$ cat config.mk
export PLATFORM = sky130hd
export DESIGN_NAME = cpu_pipeline_ctrl
export DESIGN_NICKNAME = d
export VERILOG_FILES = /design/src/rtl/cpu_pipeline_ctrl.sv
export SDC_FILE = /design/constraint.sdc
export NUM_CORES = 1
export LEC_CHECK = 0
export BUFFER_PORTS_ARGS = -buffer_cell sky130_fd_sc_hd__buf_2
export CORE_AREA = 2 2 39 41
export CTS_BUF_LIST = sky130_fd_sc_hd__clkbuf_8 sky130_fd_sc_hd__clkbuf_16
export DETAILED_ROUTE_END_ITERATION = 6
export DIE_AREA = 0 0 41 43
export PLACE_DENSITY = 0.71
export REMOVE_ABC_BUFFERS = 1
export SKIP_LAST_GASP = 1
export SLEW_MARGIN = 25
export SYNTH_ARGS = -nofsm -noshare
export SYNTH_HDL_FRONTEND = slang
export SYNTH_SLANG_ARGS = --single-unit
$ cat constraint.sdc
create_clock -name clk -period 2.47 [get_ports clk]
set_input_delay 0.1235 -clock clk [delete_from_list [all_inputs] [get_ports clk]]
set_output_delay 0.1235 -clock clk [all_outputs]
set_load 0.01 [all_outputs]
$ cat src/rtl/cpu_pipeline_ctrl.sv
// rtl/cpu_pipeline_ctrl.sv - 4-stage CPU pipeline control: decode, jump resolution, squash sequencing
// Optional perf counters built when CPU_PIPELINE_CTRL_PERF_EN is defined.
module cpu_pipeline_ctrl #(
    parameter int OPW = 5
`ifdef CPU_PIPELINE_CTRL_PERF_EN
    ,
    parameter int PERF_W = 32
`endif
) (
    input  logic              clk,
    input  logic              reset_n,
    input  logic [OPW-1:0]    read_opcode,
    input  logic [OPW-1:0]    execute_opcode,
    input  logic              n,
    input  logic              z,
    input  logic              fetch_v,
    input  logic              read_v,
    input  logic              execute_v,
    input  logic              write_v,
    output logic              ctrl_fetch_v,
    output logic              ctrl_read_v,
    output logic              ctrl_execute_v,
    output logic              ctrl_write_v,
    output logic [2:0]        sel_a,
    output logic [2:0]        sel_b,
    output logic              addsub,
    output logic              ldnz,
    output logic              mem_rd,
    output logic              mem_wr,
    output logic              ld_mem_rd,
    output logic              ldr,
    output logic              ldpc,
    output logic              ldpc_7
`ifdef CPU_PIPELINE_CTRL_PERF_EN
    ,
    output logic [PERF_W-1:0] o_perf_retired,
    output logic [PERF_W-1:0] o_perf_squash
`endif
);

    localparam logic [OPW-1:0] OP_MV    = 5'b00000;
    localparam logic [OPW-1:0] OP_MVI   = 5'b10000;
    localparam logic [OPW-1:0] OP_ADD   = 5'b00001;
    localparam logic [OPW-1:0] OP_ADDI  = 5'b10001;
    localparam logic [OPW-1:0] OP_SUB   = 5'b00010;
    localparam logic [OPW-1:0] OP_SUBI  = 5'b10010;
    localparam logic [OPW-1:0] OP_CMP   = 5'b00011;
    localparam logic [OPW-1:0] OP_CMPI  = 5'b10011;
    localparam logic [OPW-1:0] OP_LD    = 5'b00100;
    localparam logic [OPW-1:0] OP_ST    = 5'b00101;
    localparam logic [OPW-1:0] OP_MVHI  = 5'b10110;
    localparam logic [OPW-1:0] OP_JR    = 5'b01000;
    localparam logic [OPW-1:0] OP_JZR   = 5'b01001;
    localparam logic [OPW-1:0] OP_JNR   = 5'b01010;
    localparam logic [OPW-1:0] OP_CALLR = 5'b01100;
    localparam logic [OPW-1:0] OP_J     = 5'b11000;
    localparam logic [OPW-1:0] OP_JZ    = 5'b11001;
    localparam logic [OPW-1:0] OP_JN    = 5'b11010;
    localparam logic [OPW-1:0] OP_CALL  = 5'b11100;

    typedef enum logic [1:0] {S_BOOT, S_RUN, S_SQUASH} state_t;

    state_t r_state;
    state_t w_next;
    logic   w_booted;
    logic   w_take;
    logic   w_ex_ok;
    logic   w_wr_ok;
    logic   w_uncond;
    logic   w_call;
    logic   w_cond_z;
    logic   w_cond_n;
    logic   w_ldr_op;
    logic   w_unused;

    assign w_unused = ^{fetch_v, execute_v};
    assign w_booted = (r_state != S_BOOT);
    assign w_wr_ok  = write_v & w_booted;

    always_comb begin
        w_uncond = 1'b0;
        w_call   = 1'b0;
        w_cond_z = 1'b0;
        w_cond_n = 1'b0;
        w_ldr_op = 1'b0;
        case (execute_opcode)
            OP_JR, OP_J:       w_uncond = 1'b1;
            OP_CALLR, OP_CALL: begin
                w_uncond = 1'b1;
                w_call   = 1'b1;
            end
            OP_JZR, OP_JZ:     w_cond_z = 1'b1;
            OP_JNR, OP_JN:     w_cond_n = 1'b1;
            OP_MV, OP_MVI, OP_ADD, OP_ADDI, OP_SUB, OP_SUBI, OP_LD, OP_MVHI:
                               w_ldr_op = 1'b1;
            default: ;
        endcase
    end

    // Flags are the write-cycle values; a cmp now in execute only affects later jumps.
    assign w_take    = w_wr_ok & (w_uncond | (w_cond_z & z) | (w_cond_n & n));
    assign ldpc      = w_take;
    assign ldpc_7    = w_take & w_call;
    assign ldr       = w_wr_ok & w_ldr_op;
    assign ld_mem_rd = w_wr_ok & (execute_opcode == OP_LD);
    assign w_ex_ok   = read_v & w_booted & ~w_take;

    always_ff @(posedge clk or negedge reset_n) begin
        if (!reset_n) begin
            r_state <= S_BOOT;
        end else begin
            r_state <= w_next;
        end
    end

    always_comb begin
        w_next         = r_state;
        ctrl_fetch_v   = 1'b0;
        ctrl_read_v    = 1'b0;
        ctrl_execute_v = 1'b0;
        ctrl_write_v   = 1'b0;
        case (r_state)
            S_BOOT: w_next = S_RUN;
            S_RUN, S_SQUASH: begin
                w_next         = w_take ? S_SQUASH : S_RUN;
                ctrl_fetch_v   = 1'b1;
                ctrl_read_v    = ~w_take & (r_state == S_RUN);
                ctrl_execute_v = ~w_take;
                ctrl_write_v   = ~w_take;
            end
            default: w_next = S_BOOT;
        endcase
    end

    always_comb begin
        sel_a  = 3'd0;
        sel_b  = 3'd0;
        addsub = 1'b0;
        ldnz   = 1'b0;
        mem_rd = 1'b0;
        mem_wr = 1'b0;
        if (w_booted) begin
            case (read_opcode)
                OP_MV:   begin sel_a = 3'd1; sel_b = 3'd3; end
                OP_MVI:  begin sel_a = 3'd3; sel_b = 3'd3; end
                OP_ADD:  ldnz = 1'b1;
                OP_ADDI: begin sel_b = 3'd1; ldnz = 1'b1; end
                OP_SUB, OP_CMP:   begin addsub = 1'b1; ldnz = 1'b1; end
                OP_SUBI, OP_CMPI: begin sel_b = 3'd1; addsub = 1'b1; ldnz = 1'b1; end
                OP_LD:   mem_rd = 1'b1;
                OP_ST:   mem_wr = 1'b1;
                OP_MVHI: begin sel_a = 3'd4; sel_b = 3'd3; end
                OP_JR, OP_JZR, OP_JNR, OP_CALLR: begin sel_a = 3'd1; sel_b = 3'd3; end
                OP_J, OP_JZ, OP_JN, OP_CALL:     begin sel_a = 3'd2; sel_b = 3'd2; end
                default: ;
            endcase
            ldnz   = ldnz & w_ex_ok;
            mem_rd = mem_rd & w_ex_ok;
            mem_wr = mem_wr & w_ex_ok;
        end
    end

`ifdef CPU_PIPELINE_CTRL_PERF_EN
    always_ff @(posedge clk or negedge reset_n) begin
        if (!reset_n) begin
            o_perf_retired <= '0;
            o_perf_squash  <= '0;
        end else begin
            if (write_v & ctrl_write_v) o_perf_retired <= o_perf_retired + 1'b1;
            if (w_take)                 o_perf_squash  <= o_perf_squash + 1'b1;
        end
    end
`endif

endmodule
# Word level (Yosys, flattened, before mapping)

Cells that the tools add are included.

Input bits: 18
Output and inout port bits: 18
Logic and storage cells: 93
Register bits after elaboration: 2

Reduce and logical (&&, ||, !) cells: 16
Mux-type cells: 25
Bitwise operators: 16
Eq/ne operators: 35

Operator list:

| operator             | count |
|---|---|
| $eq A5 B5 Y1 const B | 17 |
| $eq A5 B4 Y1 const B | 8 |
| $mux W1              | 19 |
| $eq A5 B2 Y1 const B | 3 |
| $eq A5 B3 Y1 const B | 3 |
| $and A1 B1 Y1        | 13 |
| $pmux W3 S4          | 1 |
| $reduce_or A4 Y1     | 3 |
| $eq A5 B1 Y1 const B | 2 |
| $logic_not A5 Y1     | 2 |
| $reduce_or A2 Y1     | 4 |
| $reduce_or A8 Y1     | 1 |
| $reduce_or A7 Y1     | 1 |
| $pmux W2 S3          | 1 |
| $reduce_or A6 Y1     | 1 |
| $reduce_or A5 Y1     | 1 |
| $mux W2              | 2 |
| $pmux W2 S2          | 1 |
| $mux W3              | 1 |
| $reduce_or A3 Y1     | 1 |
| $eq A2 B1 Y1 const B | 1 |
| $eq A2 B2 Y1 const B | 1 |
| $logic_not A2 Y1     | 1 |
| $or A1 B1 Y1         | 2 |
| 2 further kinds      | 2 |

# Depth between registers and ports, before layout

Gate-level depths: netlist of run 1.

Word-level depth: 11
Gate-level depth with buffers: 7
Depth with buffers taken out: 5

# Worst setup path after synthesis of run 1

OpenSTA, ideal clock, no wires.

Kind: reg-to-output
Start point: reg r_state[0]
End point: out ctrl_write_v
Data required time: 2.346 ns
Arrival time: 1.443 ns
Buffers on the path: 2
Slack: 0.903 ns
Stages on the path, launching flop included: 8
Path through: dfrtp_1 > inv_1 > ha_1 > buf_2 > nand3b_1 > a21oi_4 > nor2b_1 > buf_4

Longest elaborated chain between the ends: 5
Elaborated cells between the ends (all ways): 8
Classes of those cells: eq/ne (2); mux (1); bitwise (3); reduce/logical (2)

RTL lines:

| what                   | RTL line | text |
|---|---|---|
| start, declared        | 63       | `state_t r_state;` |
| start signal, assigned | 112      | `r_state <= w_next;` |
| $reduce_bool A2 Y1     | 77       | `assign w_booted = (r_state != S_BOOT);` |
| $and A1 B1 Y1          | 78       | `assign w_wr_ok = write_v & w_booted;` |
| $and A1 B1 Y1          | 101      | `assign w_take = w_wr_ok & (w_uncond \| (w_cond_z & z) \| (w_cond_n & n));` |
| via ldpc               | 32       | `output logic ldpc,` |
| $not A1 Y1             | --       |  |
| $mux W1                | --       |  |
| end, declared          | 23       | `output logic ctrl_write_v,` |

The timed path passes the listed nets, and every way through them passes these cells.

# Worst setup path in the final report of run 1

Start point: reg r_state[1]
End point: out sel_b[0]

Longest elaborated chain between the ends: 2

RTL lines:

| what               | RTL line | text |
|---|---|---|
| $reduce_bool A2 Y1 | 77       |  |
| $mux W2            | 142      | `if (w_booted) begin` |
| end, declared      | 25       | `output logic [2:0] sel_b,` |

Every way passes these cells.

==> results of run 1 <==
-- worst max-delay path: stages (launching register included) --
cell	delay, ns
dfrtp_1	0.37
inv_1	0.08
ha_1	0.37
nand2b_1	0.21
nor3_1	0.08
or3_1	0.35
buf_2	0.15
-- stage by stage --
stage	hold WS [ns]	util (%)	power [mW]	setup slack, ns	std cells
floorplan	-0.172	-	0.187	0.915	61
global placement	-0.0924	43.3	0.269	0.782	109
detailed placement	-0.0891	43.3	0.276	0.762	109
CTS	0.219	47.0	0.413	0.533	113
global route	0.239	47.0	0.439	0.437	113
finish	0.224	47.0	0.405	0.527	113
-- report_power, final --
part	leakage, nW	internal [mW]	switching (mW)	total (mW)
logic	0.302	0.0990	0.127	0.226
registers	0.0244	0.0419	0.00673	0.0487
clock network	0.0216	0.103	0.0275	0.131
total	0.348	0.244	0.161	0.405
-- layer usage --
layer	GRT usage (%)	routed length, µm	vias to the layer above	part of all wire, %
met5	0	0	-	0
met3	3.14	124	4	10
met4	12.0	36	0	3.0
li1	-	-	289	-
met2	23.1	514	30	43
met1	18.5	510	249	43
-- path summary, 6_finish.rpt --
path	to	slack, ns	depth (start not counted)
worst max-delay path	sel_b[0]	0.53	6
worst min register to register	r_state[0]	0.60	2
min in group clk	r_state[1]	0.40	4
max in group asynchronous	r_state[0]	2.15	2
worst max register to register	r_state[1]	0.98	5
worst min-delay path	r_state[1]	0.22	2
-- cells by family after synthesis --
kind of cell	count (synthesis)	synth area share [%]
simple gates	39	48.9
compound gates	12	19.8
buf+inv	9	11.3
fa+ha+maj	3	8.24
flops	2	11.0
other cells	1	0.823
-- cells in the mapped netlist (all sizes together) --
master  instances
a21o            2
a21oi           5
and3b           1
buf             5
conb            1
dfrtp           2
ha              3
inv             4
nand2           5
nand2b          3
nand3           1
nand3b          2
nand4b          1
nor2           11
nor2b           4
nor3            5
nor4            1
nor4b           2
nor4bb          1
o21a            1
o21ai           3
o22a            1
or3             1
or3b            1
-- repair_timing --
| action | 4_1_cts | 5_1_grt |
|---|---|---|
| buffers inserted | 0 | 0 |
| resized for setup | 0 | 0 |
| endpoints found under the hold margin | 2 | 0 |
| hold buffers | 1 | 0 |
-- cell usage in the layout, fill, tap and decap left out, drive strengths merged, types with 3 or more instances in the layout --
| cell | count |
|---|---|
| a21oi | 5 |
| buf | 32 |
| clkbuf | 3 |
| ha | 3 |
| inv | 4 |
| nand2 | 5 |
| nand2b | 3 |
| nor2 | 11 |
| nor2b | 4 |
| nor3 | 5 |
| o21ai | 3 |
-- area by class of cell --
| class | count | share of cell area (%) |
|---|---|---|
| clock buffer | 3 | 6.35 |
| inverter | 4 | 2.31 |
| multi-input combinational | 55 | 54.4 |
| sequential | 2 | 7.69 |
| tap | 16 | 3.08 |
| timing repair buffer | 33 | 26.2 |
==> impl_metrics.yaml, run 1 <==
placed_design:
  hpwl_um: 941
  portBuffers: 32
  placed_area_um2: 599
  routabilityCongestion: 0.724
logic_synthesis:
  synth_area_um2: 455
  ys_types: 30
  synth.avg_cell_area_um2: 6.90
  synth-warning-count: 0
  synth_area_leaders: "dfrtp_1, nor2_1, ha_1"
  synth_top_area_cell: "dfrtp_1"
  ys_seq_elements: 2
  yosysSeqAreaShare_pct: 11.0
  synthDominantCellAreaShare_pct: 11.0
  netlist_instances: 66
clock_tree:
  clk_latency_ns: 0.21
  cts_tree: "done"
  numCtsBuffers: 3
  cts_max_level: 1
  cts.reportedPaths.clkPinSlew_ns: 0.03
  clock_sinks: 2
  clk_path_buf_depth: 2
  clock_tree.root_cell: "clkbuf_8"
power_and_ir_drop:
  ir_drop_v: 0.000330
  p_leak_nw: 0.348
  p_per_area_nw_per_um2: 623
job:
  drv_cap: 0
detailed_routing:
  num_vias: 572
  viasPerCell: 5.06
  drcViolationCount: 0
  final_antenna_net_count: 0
  drtPass1Iterations: 4
  routedWlPerCell_um: 10.5
  routed_wl_um: 1180
  initialDrtViolationCount: 6
worst_setup_path:
  r2r_start: "r_state[0]"
  cp-end-kind: "output port"
  cp_max_fo: 10
  cp-startpoint: "r_state[1]"
  worstPathArrival_ns: 1.82
  crit_required_ns: 2.35
  crit_type: "reg2out"
  start_kind: "flop"
global_routing:
  track_usage_pct: 15.6
  grt-ovfl-total: 0
  antenna_found_initial: 0
  grt_start_max_net_pins: 11
  first_global_vias: 460
  grt_pass1_wl_um: 1830
final_layout:
  fin_area_um2: 651
  seq_area_um2: 50.0
  fin_nets: 120
  num-fill-cells: 147
  layout-drive-gt1-share_pct: 40.2
  regMostFlops: "r_state"
  largest_registers: "r_state x2"
  multi_input_comb_area_um2: 354
  largest_reg_flops: 2
  area_growth_pct: 42.9
  diodes: 0
die:
  io_pins: 36
  core_um2: 1380
  die_w_um: 41
  fp.dieH_um: 43
  design.die.area_um2: 1760
  start_util_pct: 32.9
  rows: 14
sta:
  fin_skew_ns: 0.00102
  drv_slew: 0
  fmax_mhz: 515
  period_needed_ns: 1.94
  hold_viol_final: 0
  rsz0062_at_grt: "false"
  tns_ns: 0
  post-route-period-util_pct: 78.7
  setup_viol: 0
min_path:
  hp-class: "in2async"
status:
  outcome: "complete, no violations"
Power figures use the tool's default switching activity.
==> inputs of run 2 (changes only) <==
- clock period: 2.47 -> 1.9 ns (I/O delays scaled with it)
==> run 2 against run 1 <==
- first-iteration DRC count grew to 2.7 times the previous value
- routed wire length increased by 6.1%
- largest cell class unchanged
- flip-flop and latch count unchanged
- non-clock buffer count up 1
- worst setup slack worse by 0.37 ns
- count of clock-buffer cells in the layout unchanged
- critical path type unchanged
- cell count is 0.88% higher
- highest routed layer unchanged
- core utilization rose by 0.72 points
- total power grew 34%
==> impl_metrics.yaml, run 2 (synthesis results as in run 1) <==
die:
  design.die.area_um2: 1760
  io_pins: 36
  fp.dieH_um: 43
  start_util_pct: 32.9
  die_w_um: 41
  rows: 14
  core_um2: 1380
final_layout:
  layout-drive-gt1-share_pct: 41.8
  diodes: 0
  fin_area_um2: 661
  fin_nets: 121
  layout_common_cells: "buf_2, nor2_1, nand2_1, nor3_1, inv_1"
  largest_reg_flops: 2
  largest_registers: "r_state x2"
  layout_commonest_cell: "buf_2"
  fin_cells: 114
  area_growth_pct: 45.1
  regMostFlops: "r_state"
placed_design:
  placed_area_um2: 607
  hpwl_um: 971
  dp.cells: 110
  portBuffers: 32
  routabilityCongestion: 0.743
  pre_cts_ws_ns: 0.323
worst_setup_path:
  crit_type: "reg2out"
  worstPathArrival_ns: 1.65
  cp_max_fo: 6
  crit_required_ns: 1.80
  start_kind: "flop"
  r2r_slack_ns: 0.54
  cp-end-kind: "output port"
detailed_routing:
  drcViolationCount: 0
  drtPass1Iterations: 4
  routedWlPerCell_um: 11.0
  final_antenna_net_count: 0
  num_vias: 571
  routed_wl_um: 1260
  initialDrtViolationCount: 16
  viasPerCell: 5.01
power_and_ir_drop:
  p_leak_nw: 0.352
  ir_drop_v: 0.000463
  p_per_area_nw_per_um2: 822
clock_tree:
  clk_latency_ns: 0.21
  cts_max_level: 1
  clk_path_buf_depth: 2
  clock_tree.root_cell: "clkbuf_8"
  cts.reportedPaths.clkPinSlew_ns: 0.03
  clock_sinks: 2
  cts_tree: "done"
  numCtsBuffers: 3
  cts_setup_buffers: 0
global_routing:
  track_usage_pct: 15.8
  grt_start_max_net_pins: 11
  antenna_found_initial: 0
  grt_pass1_wl_um: 1810
  grt-ovfl-total: 0
  first_global_vias: 451
status:
  outcome: "complete, no violations"
job:
  drv_cap: 0
min_path:
  hp-class: "in2async"
sta:
  post-route-period-util_pct: 91.7
  fmax_mhz: 574
  setup_viol: 0
  drv_slew: 0
  rsz0062_at_grt: "false"
  finalWorstSetupSlack_ns: 0.158
  hold_viol_final: 0
  period_needed_ns: 1.74
  tns_ns: 0
  fin_skew_ns: 0.000919
run 2: cell count changes in the layout (fill, tap and decap cells not counted), sizes merged:
cell / before / now
buf: 32 / 33
run 2: layout make-up:
class                      count  area [µm²]
inverter                       4        15.0
multi-input combinational     55         357
fill                         148         723
clock buffer                   3        41.3
timing repair buffer          34         178
tap                           16        20.0
sequential                     2        50.0
run 2: final timing paths:
kind / startpoint / to / cells after the start
worst max-delay path: r_state[1] / sel_b[0] / 6
worst min-delay path: reset_n / r_state[1] / 2
worst max register to register: r_state[0] / r_state[1] / 5
worst min register to register: r_state[1] / r_state[0] / 2
max in group asynchronous: reset_n / r_state[0] / 2
min in group clk: z / r_state[1] / 4
run 2: repair_timing:
item,CTS,global route
hold buffers,1,0
setup endpoints to repair,0,1
endpoints found under the hold margin,2,0
gates resized for setup,0,1
run 2: worst max-delay path, stage by stage, from the launching register on:
cell and delay [ns]:
dfrtp_1 0.37, inv_1 0.08, ha_2 0.23, nand2b_1 0.17
nor3_1 0.08, or3_1 0.35, buf_2 0.15
run 2: per-stage QoR:
stage	power (mW)	hold WS [ns]	util (%)
after floorplan	0.243	-0.201	-
after global placement	0.364	-0.121	43.9
after detailed placement	0.369	-0.118	43.9
after CTS	0.550	0.189	47.6
after global routing	0.591	0.210	47.7
final	0.543	0.195	47.7
run 2: power breakdown:
| part | switching (mW) | internal (mW) | leakage, nW |
|---|---|---|---|
| registers | 0.00856 | 0.0545 | 0.0244 |
| clock network | 0.0355 | 0.134 | 0.0216 |
| logic | 0.167 | 0.143 | 0.306 |
| total | 0.211 | 0.332 | 0.352 |
run 2: per-layer routing:
metal / global-route usage, % / vias to the layer above / wire length [µm]
li1: - / 289 / -
met1: 19.5 / 248 / 561
met2: 20.9 / 30 / 522
met3: 3.14 / 4 / 128
met4: 16.0 / 0 / 43
met5: 0 / - / 0
==> inputs of run 3 (changes only) <==
- ABC_AREA: not set -> 1
- PLACE_DENSITY: 0.71 -> 0.69
- SLEW_MARGIN: 25 -> 10
==> run 3 against run 2 <==
- clock power shrank 5%
- worst setup slack gained 0.13 ns
- clock skew is essentially flat
- routed wire length shrank 22%
- area after synthesis shrank 5.2%
- largest cell class unchanged
- largest power group unchanged
==> impl_metrics.yaml, run 3 <==
final_layout:
  layout-drive-gt1-share_pct: 46.8
  largest_reg_flops: 2
  largest_registers: "r_state x2"
  diodes: 0
  area_growth_pct: 50.1
  layout_commonest_cell: "buf_2"
  regMostFlops: "r_state"
  layout_common_cells: "buf_2, inv_1, nand2_1"
  fin_nets: 132
  fin_util_pct: 46.8
  fin_cells: 125
power_and_ir_drop:
  p_leak_nw: 0.427
  power_mw: 0.514
  p_per_area_nw_per_um2: 793
  ir_drop_v: 0.000312
worst_setup_path:
  slowest_stage: "dfrtp_1"
  crit_required_ns: 1.80
  reg2regPathDepth: 8
  r2r_start: "r_state[0]"
  start_kind: "flop"
  crit_type: "reg2out"
  cp_cell_sequence: "inv_1 -> ha_1 -> inv_2 -> nand2_1 -> inv_2 -> nand2_4 -> nand3_4 -> nor2_2 -> buf_2"
  worstPathArrival_ns: 1.52
  crit_family: "simple AND/OR/NAND/NOR gates"
  cp_common_cell: "inv_2"
  reg2reg_to: "r_state[0]"
  cp_max_fo: 7
  cp_slowest_stage_delay_ns: 0.39
  cp.buffers_inverters: 4
  r2r_slack_ns: 0.60
  cp-end-kind: "output port"
detailed_routing:
  routedWlPerCell_um: 7.80
  viasPerCell: 4.34
  routed_wl_um: 975
  final_antenna_net_count: 0
  drtPass1Iterations: 4
  initialDrtViolationCount: 11
  num_vias: 543
  drcViolationCount: 0
global_routing:
  met3_usage_pct: 1.57
  gr-max-usage-layer: "met2"
  antenna_found_initial: 0
  track_usage_pct: 12.8
  grt_start_max_net_pins: 8
  use_met2_pct: 20.3
  grt_pass1_wl_um: 1630
  use_met1_pct: 16.2
  first_global_vias: 452
  grt-ovfl-total: 0
clock_tree:
  ctsHoldBuffers: 1
  cts_max_level: 1
  clock_tree.root_cell: "clkbuf_8"
  cts_tree: "done"
  cts_resized: 0
  numCtsBuffers: 3
  clk_path_buf_depth: 2
  cts_setup_buffers: 0
  clock_sinks: 2
  clk_latency_ns: 0.20
  cts.reportedPaths.clkPinSlew_ns: 0.03
logic_synthesis:
  yosysSeqAreaShare_pct: 11.6
  synth_area_um2: 432
  ys_seq_elements: 2
  synth.avg_cell_area_um2: 5.76
  synth_area_leaders: "inv_1, dfrtp_1, nand2_1"
  synthTopCellsByCount: "inv_1, nand2_1, nor2_1"
  synth_most_common_cell: "inv_1"
  synth-warning-count: 0
  synth_edf_count: 0
  synth_top_area_cell: "inv_1"
  synthArstFlopShare_pct: 100
  synthDominantCellAreaShare_pct: 12.2
  yosys_most_used_dff: "dfrtp_1"
  netlist_instances: 75
  ys_types: 21
job:
  drv_cap: 0
sta:
  fin_skew_ns: 0.00140
  hold_viol_final: 0
  post-route-period-util_pct: 85.0
  finalWorstSetupSlack_ns: 0.285
  rsz0062_at_grt: "false"
  setup_viol: 0
  period_needed_ns: 1.61
  drv_slew: 0
  fmax_mhz: 619
  tns_ns: 0
status:
  outcome: "complete, no violations"
placed_design:
  dp.cells: 121
  portBuffers: 32
  hpwl_um: 856
  routabilityCongestion: 0.715
  pre_cts_ws_ns: 0.490
min_path:
  hp-class: "in2async"
die:
  design.die.area_um2: 1760
  io_pins: 36
  start_util_pct: 31.2
  fp.dieH_um: 43
  rows: 14
  die_w_um: 41
  core_um2: 1380
[run 3: how the worst max path moves through the flow]
| stage | depth (start not counted) | end | start |
|---|---|---|---|
| floorplan | 8 | ctrl_read_v | r_state[0] |
| global placement | 9 | ldnz | r_state[0] |
| detailed placement | 9 | ldnz | r_state[0] |
| CTS | 9 | ldnz | r_state[0] |
| global route | 9 | mem_rd | r_state[1] |
| finish | 9 | ldnz | r_state[0] |
[run 3: worst reg2reg max path, cell delays in order (launching register included)]
cell and delay [ns]:
dfrtp_1 0.36, inv_1 0.05, ha_1 0.21, inv_2 0.14
nand2_1 0.13, inv_2 0.09, nand2_4 0.07, nand2_2 0.08
a21oi_2 0.05
[run 3: through the flow]
step,area [µm²],hold slack [ns]
floorplan,417,-0.201
global placement,597,-0.119
detailed placement,597,-0.117
CTS,648,0.198
global route,648,0.226
finish,648,0.204
[run 3: layout make-up]
type,instances,area [µm²]
fill,146,736
timing repair buffer,33,170
multi-input combinational,52,295
sequential,2,50.0
tap,16,20.0
inverter,19,71.3
clock buffer,3,41.3
[run 3: layer usage]
layer / vias to the layer above / routed length [µm]
li1: 296 / -
met4: 0 / 0
met1: 231 / 459
met5: - / 0
met2: 16 / 455
met3: 0 / 60
[run 3: kinds of logic (layout without fill, tap and decap cells)]
kind of cell	count (synthesis)	in the layout	share of synthesized area, %
and+or+nand+nor	44	44	53.3
buffers and inverters	21	55	20.0
AOI/OAI and AO/OA	4	4	5.50
adders and majority gates	3	3	8.70
DFF	2	2	11.6
other	1	1	0.869
[run 3: power by group]
| part | total, mW | internal [mW] | switching [mW] |
|---|---|---|---|
| clock | 0.161 | 0.133 | 0.0276 |
| combinational | 0.291 | 0.115 | 0.176 |
| sequential | 0.0621 | 0.0538 | 0.00827 |
